### src/rtl/tdm_pkg.sv
// Shared types and default widths for the 2:1 TDM demultiplexer.
package tdm_pkg;

    localparam int DATA_W_DEF = 8;
    localparam int ERR_W_DEF  = 8;

    typedef enum logic [1:0] {
        HUNT = 2'd0,
        EXP0 = 2'd1,
        EXP1 = 2'd2
    } tdm_state_e;

endpackage

### src/rtl/sat_counter.sv
// Saturating up-counter: counts inc pulses and sticks at all-ones.
module sat_counter #(
    parameter int W = 8
) (
    input  logic         clk,
    input  logic         rst_n,
    input  logic         inc,
    output logic [W-1:0] cnt
);

    always_ff @(posedge clk or negedge rst_n) begin
        if (!rst_n) begin
            cnt <= '0;
        end else if (inc && (cnt != {W{1'b1}})) begin
            cnt <= cnt + W'(1);
        end
    end

endmodule

### src/rtl/tdm_demux2.sv
// Two-channel TDM receiver: aligns on s_sync, emits channel-0/1 word pairs
// and tracks framing violations.
module tdm_demux2
    import tdm_pkg::*;
#(
    parameter int DATA_W = DATA_W_DEF,
    parameter int ERR_W  = ERR_W_DEF
) (
    input  logic              clk,
    input  logic              rst_n,
    input  logic [DATA_W-1:0] y,
    input  logic              y_valid,
    input  logic              s_sync,
    output logic [DATA_W-1:0] w0,
    output logic [DATA_W-1:0] w1,
    output logic              frame_valid,
    output logic              lock,
    output logic              sync_err,
    output logic [ERR_W-1:0]  err_cnt
);

    tdm_state_e        state;
    logic [DATA_W-1:0] hold_p0;
    logic              err_event;

    // A violation is a sync beat where channel 1 was due, or a non-sync beat where channel 0 was due.
    always_comb begin
        err_event = 1'b0;
        if (y_valid) begin
            err_event = ((state == EXP1) && s_sync) || ((state == EXP0) && !s_sync);
        end
    end

    always_ff @(posedge clk or negedge rst_n) begin
        if (!rst_n) begin
            state       <= HUNT;
            hold_p0     <= '0;
            w0          <= '0;
            w1          <= '0;
            frame_valid <= 1'b0;
            lock        <= 1'b0;
            sync_err    <= 1'b0;
        end else begin
            frame_valid <= 1'b0;
            sync_err    <= err_event;
            if (y_valid) begin
                case (state)
                    HUNT: begin
                        if (s_sync) begin
                            hold_p0 <= y;
                            state   <= EXP1;
                        end
                    end
                    EXP1: begin
                        if (!s_sync) begin
                            w0          <= hold_p0;
                            w1          <= y;
                            frame_valid <= 1'b1;
                            lock        <= 1'b1;
                            state       <= EXP0;
                        end else begin
                            // Resync on the newer channel-0 word rather than dropping to HUNT.
                            hold_p0 <= y;
                            lock    <= 1'b0;
                        end
                    end
                    EXP0: begin
                        if (s_sync) begin
                            hold_p0 <= y;
                            state   <= EXP1;
                        end else begin
                            lock  <= 1'b0;
                            state <= HUNT;
                        end
                    end
                    default: state <= HUNT;
                endcase
            end
        end
    end

    sat_counter #(
        .W(ERR_W)
    ) u_err_cnt (
        .clk  (clk),
        .rst_n(rst_n),
        .inc  (err_event),
        .cnt  (err_cnt)
    );

endmodule
### config.mk
export PLATFORM = sky130hd
export DESIGN_NAME = tdm_demux2
export DESIGN_NICKNAME = d
export VERILOG_FILES = /design/src/rtl/tdm_pkg.sv /design/src/rtl/sat_counter.sv /design/src/rtl/tdm_demux2.sv
export SDC_FILE = /design/constraint.sdc
export NUM_CORES = 1
export LEC_CHECK = 0
export ABC_AREA = 0
export BUFFER_PORTS_ARGS = -buffer_cell sky130_fd_sc_hd__buf_2
export CAP_MARGIN = 20
export CORE_AREA = 2 2 75 77
export DETAILED_ROUTE_END_ITERATION = 8
export DIE_AREA = 0 0 77 79
export HOLD_SLACK_MARGIN = 0.03
export PLACE_DENSITY = 0.62
export SYNTH_ARGS = -nofsm -noshare
export SYNTH_HDL_FRONTEND = slang
export SYNTH_SLANG_ARGS = --single-unit
### constraint.sdc
create_clock -name clk -period 1.6 [get_ports clk]
set_clock_uncertainty 0.15 [all_clocks]
set_input_delay 0.32 -clock clk [delete_from_list [all_inputs] [get_ports clk]]
set_output_delay 0.32 -clock clk [all_outputs]
set_load 0.01 [all_outputs]
==> results of run 1 <==
path summary, 6_finish.rpt:
path | from | to | slack [ns] | cells past startpoint
setup / recovery | state[0] | u_err_cnt.cnt[1] | 0.01 | 3
hold / removal | y[5] | w1[5] | 0.13 | 2
setup reg to reg | state[0] | u_err_cnt.cnt[1] | 0.01 | 3
hold reg to reg | w1[4] | w1[4] | 0.35 | 1
max in group asynchronous | rst_n | u_err_cnt.cnt[0] | 0.48 | 3
min in group asynchronous | rst_n | u_err_cnt.cnt[3] | 0.45 | 3
cells in the final DEF, fill, tap and decap left out:
master	n
buf_4	13
a21o_1	1
nand2_2	3
nor2_1	6
nand4_1	3
and4b_1	1
clkinv_2	2
inv_1	3
mux2_4	10
nand3_1	2
xor2_1	1
clkinvlp_4	1
mux2_2	17
a2bb2oi_4	1
nor2_4	1
a21o_2	1
o21ai_0	2
a21oi_2	1
buf_12	2
nand4bb_1	1
clkbuf_8	5
buf_2	38
dfrtp_1	36
ha_1	1
nand4b_1	1
xnor2_1	2
dfrtp_2	1
nand3b_1	1
a21oi_1	4
nand2_1	4
nor2b_2	1
and4_1	1
dlygate4sd3_1	1
registers in the layout, summed over array words and instances, names as in the netlist:
signal         count
w0                 8
hold_p0            8
lock               1
u_err_cnt.cnt      8
sync_err           1
frame_valid        1
state              2
w1                 8
repair_timing:
item,in CTS,in global routing
setup endpoints to repair,1,4
gates resized for setup,0,5
pin swaps,1,2
hold endpoints to repair,37,0
hold buffers,1,0
per-layer routing:
layer | up-vias | wire, um | part of all wire
li1 | 495 | - | -
met1 | 501 | 1393 | 0.47
met2 | 37 | 1295 | 0.44
met3 | 4 | 235 | 0.079
met4 | 0 | 32 | 0.011
met5 | - | 0 | 0
per-stage QoR:
step	setup TNS (ns)	setup slack (ns)	instances	power, uW	hold WS, ns
floorplan	0	0.005022	107	1769	-0.1256
finish	0	0.009828	240	2811	0.1278
detailed placement	0	0.004592	231	2172	0.2447
global placement	0	0.006573	231	2152	0.2448
CTS	0	0.006005	240	2833	0.1124
global route	-0.2115	-0.07779	240	2997	0.1175
worst register-to-register path: cells and delay by family (launching register included):
kind | cells | cell delay (ns)
compound gates | 1 | 0.27
flops | 1 | 0.41
mux | 1 | 0.32
simple gates | 1 | 0.33
layout make-up:
type,instances,area share
Tap cell,72,0.04361
Inverter,3,0.005451
Clock buffer,5,0.03331
Timing Repair Buffer,54,0.1635
Multi-Input combinational cell,66,0.2968
Sequential cell,37,0.4488
Clock inverter,3,0.008480
cells by family (layout without fill, tap and decap cells):
logic type	count (synthesis)	after routing	synth area share
and+or+nand+nor	25	25	0.09467
xor gates and xnor gates	3	3	0.01699
AOI/OAI and AO/OA	10	10	0.04531
buffers and inverters	4	65	0.02023
DFF	37	37	0.5987
adders and majority gates	1	1	0.008089
muxes	27	27	0.2160
where the power goes:
part	internal, uW	switching [uW]
logic	483	375
clock network	300	333
registers	1180	141
total	1960	849
==> flow_summary.yaml, run 1 <==
global_routing:
  use_met3: 0.05114
  use_met2: 0.1658
  grt_start_max_net_pins: 38
  grt_pass1_wl_um: 4961
  grt.busiest_layer: "met2"
  grt_overflow: 0
  antenna_found_initial: 0
  grtUsageTotal: 0.1054
  grtUsageMet1: 0.1284
  grt_pass1_vias: 1082
floorplanning:
  io_pins: 39
  core_mm2: 0.005338
  dieHeight_um: 79
  rows: 27
  die_x_um: 77
  initial_core_util: 0.2897
  die-area_mm2: 0.006083
sta:
  fin_crit_ns: 1.590
  min_period_over_period: 0.9939
  setup_viol: 0
  tightest_slew_ns: 0.4669
  hold_violations: 0
  slew_headroom: 0.6887
  rsz0062_at_grt: "true"
  maxSlewViolCount: 0
  max_freq_ghz: 0.6289
finish:
  drive_above_1_share: 0.5774
  final_core_util: 0.3870
  register_area_um2: 927.1
  syn2layout_area_growth_pct: 33.58
  num_antenna_cells: 0
  fin_nets: 180
  n_fill_cell: 545
  final_cell_area_mm2: 0.002066
  multi_input_area_um2: 613.1
critical_path:
  crit_type: "flop to flop"
  critPathArrivalTime_ns: 1.61
  path_max_fanout: 4
  slowest_delay_ns: 0.41
  crit_buf_inv: 0
  cp_slowest_cell: "dfrtp_1"
  crit_required_ns: 1.62
  critPathTopFamily: "flip-flops"
  crit_chain: "nand4b_1 -> a2bb2oi_4 -> mux2_4"
  start_kind: "flop"
  end_kind: "flop"
placement:
  port-buffer-count: 38
  dp_hpwl_um: 2070
  gp_congestion: 0.7434
  place_area_mm2: 0.001946
synthesis:
  yosysUniqueCellTypes: 26
  synth_ff_type: "dfrtp_1"
  synth.most_common_cell: "dfrtp_1"
  synth_area_mm2: 0.001546
  synth_top_area_frac: 0.5987
  yosys.area.top_type: "dfrtp_1"
  syn_inst: 107
  synth_edf_count: 0
  synthTopCellsByCount: "37 x dfrtp_1, 19 x mux2_2, 8 x mux2_4"
  yosys-top-cells-area: "dfrtp_1 60%, mux2_2 14%, mux2_4 7.8%, nand2_1 1.5%, nor2_1 1.5%"
  syn_area_per_cell_um2: 14.45
  synth_seq_cells: 37
  yosysWarnings: 0
  async_flop_share: 1.000
  syn_nets: 120
  seq_area_frac_synth: 0.5987
detailed_routing:
  drc_errors: 0
  wirelength_um: 2956
  first_pass_iters: 4
  drt_first_iter_violations: 43
  drtAntennaViolNets: 0
  vias: 1037
  detail_route.wl_per_cell_um: 12.32
  viasPerCell: 4.321
cts:
  clk_latency_ns: 0.29
  cts.sinks: 37
  cts_made_buffers: 5
  cts_buffer_depth: 2
  clkSlewWorstSetupHoldPaths_ns: 0.07
  cts_tree: "done"
  postCtsSetupBuffers: 0
  htreeDepth: 2
  cts_root_buf: "clkbuf_8"
power_and_ir_drop:
  power-per-cell-area_mw_per_mm2: 1361
  p_leak_uw: 0.0009800
  irDropWorstVdd_mv: 0.6834
hold_path:
  min_path_type: "input port to flop"
run_status:
  status: "finished clean"
run:
  maxCapViolCount: 0
Note: power is estimated with default switching activity, not from simulation.
==> run 2, diff against run 1 <==
--- a/config.mk
+++ b/config.mk
@@ -5,12 +5,12 @@
 export SDC_FILE = /design/constraint.sdc
 export NUM_CORES = 1
 export LEC_CHECK = 0
-export ABC_AREA = 0
+export ABC_AREA = 1
 export BUFFER_PORTS_ARGS = -buffer_cell sky130_fd_sc_hd__buf_2
 export CAP_MARGIN = 20
-export CORE_AREA = 2 2 75 77
+export CORE_AREA = 2 2 77 79
 export DETAILED_ROUTE_END_ITERATION = 8
-export DIE_AREA = 0 0 77 79
+export DIE_AREA = 0 0 79 81
 export HOLD_SLACK_MARGIN = 0.03
 export PLACE_DENSITY = 0.62
 export SYNTH_ARGS = -nofsm -noshare
==> run 2 against run 1 <==
Effect of this change: hold slack improved by 0.0057 ns; synthesized cell count increased by 71%; total power decreased by 8.0%; critical path depth increased by 5; non-clock buffer count decreased by 13; final cell count increased by 27%; sequential cell count unchanged; core utilization decreased by 2.6 points.
==> flow_summary.yaml, run 2 <==
sta:
  slew_headroom: 0.7456
  tightest_slew_ns: 0.3801
  hold_violations: 0
  setup_viol: 0
  whs_ns: 0.1335
  maxSlewViolCount: 0
  fin_crit_ns: 1.475
  max_freq_ghz: 0.6781
  rsz0062_at_grt: "false"
  tns_ns: 0
  setup_slack_ns: 0.1254
  min_period_over_period: 0.9216
cts:
  cts_made_buffers: 5
  cts.sinks: 37
  cts_root_buf: "clkbuf_8"
  htreeDepth: 2
  clkSlewWorstSetupHoldPaths_ns: 0.08
  clk_latency_ns: 0.29
  cts_tree: "done"
  postCtsSetupBuffers: 0
  cts_buffer_depth: 2
finish:
  final_cells: 304
  num_antenna_cells: 0
  register_area_um2: 925.9
  drive_above_1_share: 0.3144
  multi_input_area_um2: 618.1
  fin_nets: 241
  n_fill_cell: 601
  syn2layout_area_growth_pct: 24.94
  layout_commonest_cell: "nand2_1"
  final_cell_mix: "76 x nand2_1, 38 x buf_2, 37 x dfrtp_1, 15 x inv_1, 12 x o21ai_0"
floorplanning:
  die-area_mm2: 0.006399
  io_pins: 39
  die_x_um: 79
  dieHeight_um: 81
  core_mm2: 0.005675
  rows: 28
  initial_core_util: 0.2890
detailed_routing:
  drc_errors: 0
  wirelength_um: 3319
  drtAntennaViolNets: 0
  detail_route.wl_per_cell_um: 10.92
  drt_first_iter_violations: 52
  vias: 1254
  viasPerCell: 4.125
  first_pass_iters: 4
synthesis:
  async_flop_share: 1.000
  yosysWarnings: 0
  synth_seq_cells: 37
  syn_area_per_cell_um2: 8.964
  syn_nets: 196
  synth.most_common_cell: "nand2_1"
  yosysUniqueCellTypes: 24
  seq_area_frac_synth: 0.5645
  synth_edf_count: 0
  synth_ff_type: "dfrtp_1"
  yosys-top-cells-area: "dfrtp_1 56%, nand2_1 17%, o21ai_2 4.3%, o21ai_0 3.7%, inv_1 3.4%"
  synthTopCellsByCount: "76 x nand2_1, 37 x dfrtp_1, 15 x inv_1"
  syn_inst: 183
  yosys.area.top_type: "dfrtp_1"
  synth_top_area_frac: 0.5645
  synth_area_mm2: 0.001640
critical_path:
  path_max_fanout: 9
  crit_type: "flop to flop"
  critPathArrivalTime_ns: 1.50
  end_kind: "flop"
  regToRegStartpoint: "u_err_cnt.cnt[1]"
  crit_start: "u_err_cnt.cnt[1]"
  crit_required_ns: 1.63
  start_kind: "flop"
placement:
  gp_congestion: 0.7275
  dp_hpwl_um: 2397
  placedCellCount: 295
  port-buffer-count: 38
  pre_cts_slack_ns: 0.1125
hold_path:
  min_path_type: "input port to flop"
  worstHoldStart: "y[3]"
global_routing:
  grt_pass1_wl_um: 5616
  grt_start_max_net_pins: 25
  antenna_found_initial: 0
  grt_overflow: 0
  grt_pass1_vias: 1210
  grtUsageTotal: 0.1132
power_and_ir_drop:
  irDropWorstVdd_mv: 0.3511
  p_leak_uw: 0.001090
  power-per-cell-area_mw_per_mm2: 1262
run:
  maxCapViolCount: 0
run_status:
  status: "finished clean"
-- run 2: cell types whose count changed after synthesis, sizes merged, moves of 2 or more --
cell,delta
nand2,+75
nor2,+2
nand4,-2
o21ai,+20
nand3,+4
inv,+16
a21oi,-5
a21o,-2
mux2,-27
-- run 2: timing repair --
item,in CTS,in global routing
hold endpoints to repair,13,0
gates resized for setup,0,2
setup endpoints to repair,0,10
hold buffers,1,0
-- run 2: per-layer routing --
metal	track usage	routed length, um
met3	0.03333	181
met1	0.1557	1601
met4	0.05172	41
met5	0	0
met2	0.1644	1494
-- run 2: final cells by class --
type,instances,share of cell area
Clock buffer,5,0.03358
Multi-Input combinational cell,123,0.3016
Tap cell,75,0.04579
Inverter,20,0.03968
Clock inverter,3,0.01038
Sequential cell,37,0.4518
Timing Repair Buffer,41,0.1172
-- run 2: critical path: stages, from the launching register on --
cell and delay, ns:
dfrtp_1 0.41, ha_2 0.22, nand2_1 0.09, nor2_4 0.14, nand2_4 0.09, nand2_8 0.12, inv_4 0.05, nand2_1 0.05
nand2_1 0.05
-- run 2: logic make-up (layout without fill, tap and decap cells) --
family / after synthesis / in the layout / synth area share
flip-flops: 37 / 37 / 0.5645
AND/OR/NAND/NOR: 98 / 98 / 0.2647
AO/OA/AOI/OAI: 22 / 22 / 0.09230
XOR/XNOR: 2 / 2 / 0.01068
adder cells (fa/ha/maj): 1 / 1 / 0.007627
buffers and inverters: 23 / 69 / 0.06025
-- run 2: final timing paths --
kind                       cells past startpoint  slack [ns]          endpoint
hold reg to reg                                2        0.32             w0[7]
setup / recovery                               8        0.13  u_err_cnt.cnt[7]
max in group asynchronous                      3        0.53          state[1]
setup reg to reg                               8        0.13  u_err_cnt.cnt[7]
min in group asynchronous                      2        0.31             w0[7]
hold / removal                                 3        0.13             w1[3]
-- run 2: power breakdown --
group	switching [uW]	leakage, uW	internal [uW]
Clock	345	0.0000445	309
Sequential	150	0.000475	1130
Combinational	370	0.000570	278
Total	865	0.00109	1720
-- run 2: per-stage QoR --
step / power [uW] / utilization / cell area [um2]
2_1_floorplan: 1672 / - / 1640
3_5_place_dp: 1959 / 0.3424 / 1943
3_3_place_gp: 1954 / 0.3424 / 1943
4_1_cts: 2632 / 0.3600 / 2043
6_report: 2586 / 0.3611 / 2049
5_1_grt: 2774 / 0.3611 / 2049
==> run 3, diff against run 2 <==
--- a/config.mk
+++ b/config.mk
@@ -12,7 +12,7 @@
 export DETAILED_ROUTE_END_ITERATION = 8
 export DIE_AREA = 0 0 79 81
 export HOLD_SLACK_MARGIN = 0.03
-export PLACE_DENSITY = 0.62
+export PLACE_DENSITY = 0.53
 export SYNTH_ARGS = -nofsm -noshare
 export SYNTH_HDL_FRONTEND = slang
 export SYNTH_SLANG_ARGS = --single-unit
==> run 3 against run 2 <==
Effect of this change: sequential share of layout area about the same; critical path depth unchanged; non-clock buffer count rose by 3; setup slack got worse by 0.0041 ns; combinational power grew 2%; via count grew 1.3%; sequential cell count unchanged; wire length barely moved; clock power hardly changed.
==> flow_summary.yaml, run 3 (same netlist as run 2, synthesis figures left out) <==
run_status:
  status: "finished clean"
placement:
  gp_congestion: 0.7646
  dp_hpwl_um: 2375
  port-buffer-count: 38
  pre_cts_slack_ns: 0.1004
  placedCellCount: 297
finish:
  num_antenna_cells: 0
  multi_input_area_um2: 618.1
  n_fill_cell: 610
  fin_nets: 244
  final_cell_mix: "76 x nand2_1, 38 x buf_2, 36 x dfrtp_1, 15 x inv_1, 12 x o21ai_0"
  final_cells: 307
  syn2layout_area_growth_pct: 25.25
  drive_above_1_share: 0.3190
  register_area_um2: 927.1
  final_core_util: 0.3620
  layout_commonest_cell: "nand2_1"
hold_path:
  worstHoldStart: "y[4]"
  min_path_type: "input port to flop"
cts:
  cts_root_buf: "clkbuf_8"
  cts_made_buffers: 5
  clk_latency_ns: 0.29
  cts_buffer_depth: 2
  htreeDepth: 2
  cts_tree: "done"
  clkSlewWorstSetupHoldPaths_ns: 0.08
  cts.sinks: 37
critical_path:
  critPathMostFrequentCell: "nand2_1"
  cp_slowest_cell: "dfrtp_1"
  crit_required_ns: 1.63
  path_max_fanout: 9
  crit_type: "flop to flop"
  critPathArrivalTime_ns: 1.51
  regToRegStartpoint: "u_err_cnt.cnt[1]"
  crit_chain: "ha_2 -> nand2_1 -> nor2_4 -> nand2_4 -> nand2_8 -> inv_4 -> nand2_1 -> nand2_1"
  start_kind: "flop"
  crit_buf_inv: 1
  slowest_delay_ns: 0.40
  end_kind: "flop"
  crit_start: "u_err_cnt.cnt[1]"
  critPathTopFamily: "simple AND/OR/NAND/NOR gates"
floorplanning:
  initial_core_util: 0.2890
  core_mm2: 0.005675
  rows: 28
  die_x_um: 79
  die-area_mm2: 0.006399
  io_pins: 39
  dieHeight_um: 81
power_and_ir_drop:
  p_leak_uw: 0.001093
  power-per-cell-area_mw_per_mm2: 1270
  irDropWorstVdd_mv: 0.6173
global_routing:
  antenna_found_initial: 0
  grt_pass1_wl_um: 5747
  grt_start_max_net_pins: 38
  grtUsageTotal: 0.1174
  grt_overflow: 0
  grt_pass1_vias: 1234
detailed_routing:
  wirelength_um: 3320
  drtAntennaViolNets: 0
  drt_first_iter_violations: 39
  first_pass_iters: 4
  viasPerCell: 4.137
  drc_errors: 0
  vias: 1270
  detail_route.wl_per_cell_um: 10.81
sta:
  setup_slack_ns: 0.1213
  tightest_slew_ns: 0.3866
  rsz0062_at_grt: "false"
  maxSlewViolCount: 0
  fin_crit_ns: 1.479
  max_freq_ghz: 0.6763
  min_period_over_period: 0.9242
  slew_headroom: 0.7413
  tns_ns: 0
  setup_viol: 0
  hold_violations: 0
run:
  maxCapViolCount: 0
-- run 3: cell type report --
cell class | count | share of cell area
sequential | 37 | 0.4513
multi-input combinational | 123 | 0.3009
timing repair buffer | 44 | 0.1218
tap | 75 | 0.04568
inverter | 20 | 0.03776
clock buffer | 6 | 0.03532
clock inverter | 2 | 0.007308
-- run 3: per-layer routing --
metal  part of all wire  up-vias  global-route usage
met1               0.48      563              0.1494
met5                  0        -                   0
met2               0.45       35              0.1856
li1                   -      665                   -
met3              0.054        7             0.03556
met4              0.018        0             0.05172
-- run 3: timing repair --
action,CTS,global route
hold endpoints to repair,37,0
setup endpoints to repair,0,5
hold buffers,1,0
buffers inserted,0,1
gates resized for setup,0,2
-- run 3: path summary, 6_finish.rpt --
| kind | end | slack [ns] | cells past startpoint |
|---|---|---|---|
| max | u_err_cnt.cnt[6] | 0.12 | 8 |
| min | w1[4] | 0.13 | 3 |
| max reg2reg | u_err_cnt.cnt[6] | 0.12 | 8 |
| min reg2reg | w0[1] | 0.32 | 2 |
| max in group asynchronous | u_err_cnt.cnt[0] | 0.72 | 3 |
| min in group asynchronous | w1[1] | 0.35 | 3 |
-- run 3: where the power goes --
group          total [uW]  internal (uW)  switching [uW]
sequential           1290           1140             157
clock                 652            307             345
combinational         663            290             373
total                2610           1730             875
-- run 3: worst min-delay path, cell delays in order --
cell and delay (ns):
buf_2 0.09, inv_1 0.07, o21ai_2 0.06
-- run 3: stage by stage --
| stage | total power, uW | area [um2] | hold slack, ns |
|---|---|---|---|
| 5_1_grt | 2801 | 2054 | 0.1376 |
| 4_1_cts | 2638 | 2043 | 0.1216 |
| 3_3_place_gp | 1962 | 1946 | 0.1527 |
| 3_5_place_dp | 1964 | 1946 | 0.1538 |
| 6_report | 2610 | 2054 | 0.1321 |
| 2_1_floorplan | 1672 | 1640 | -0.1256 |
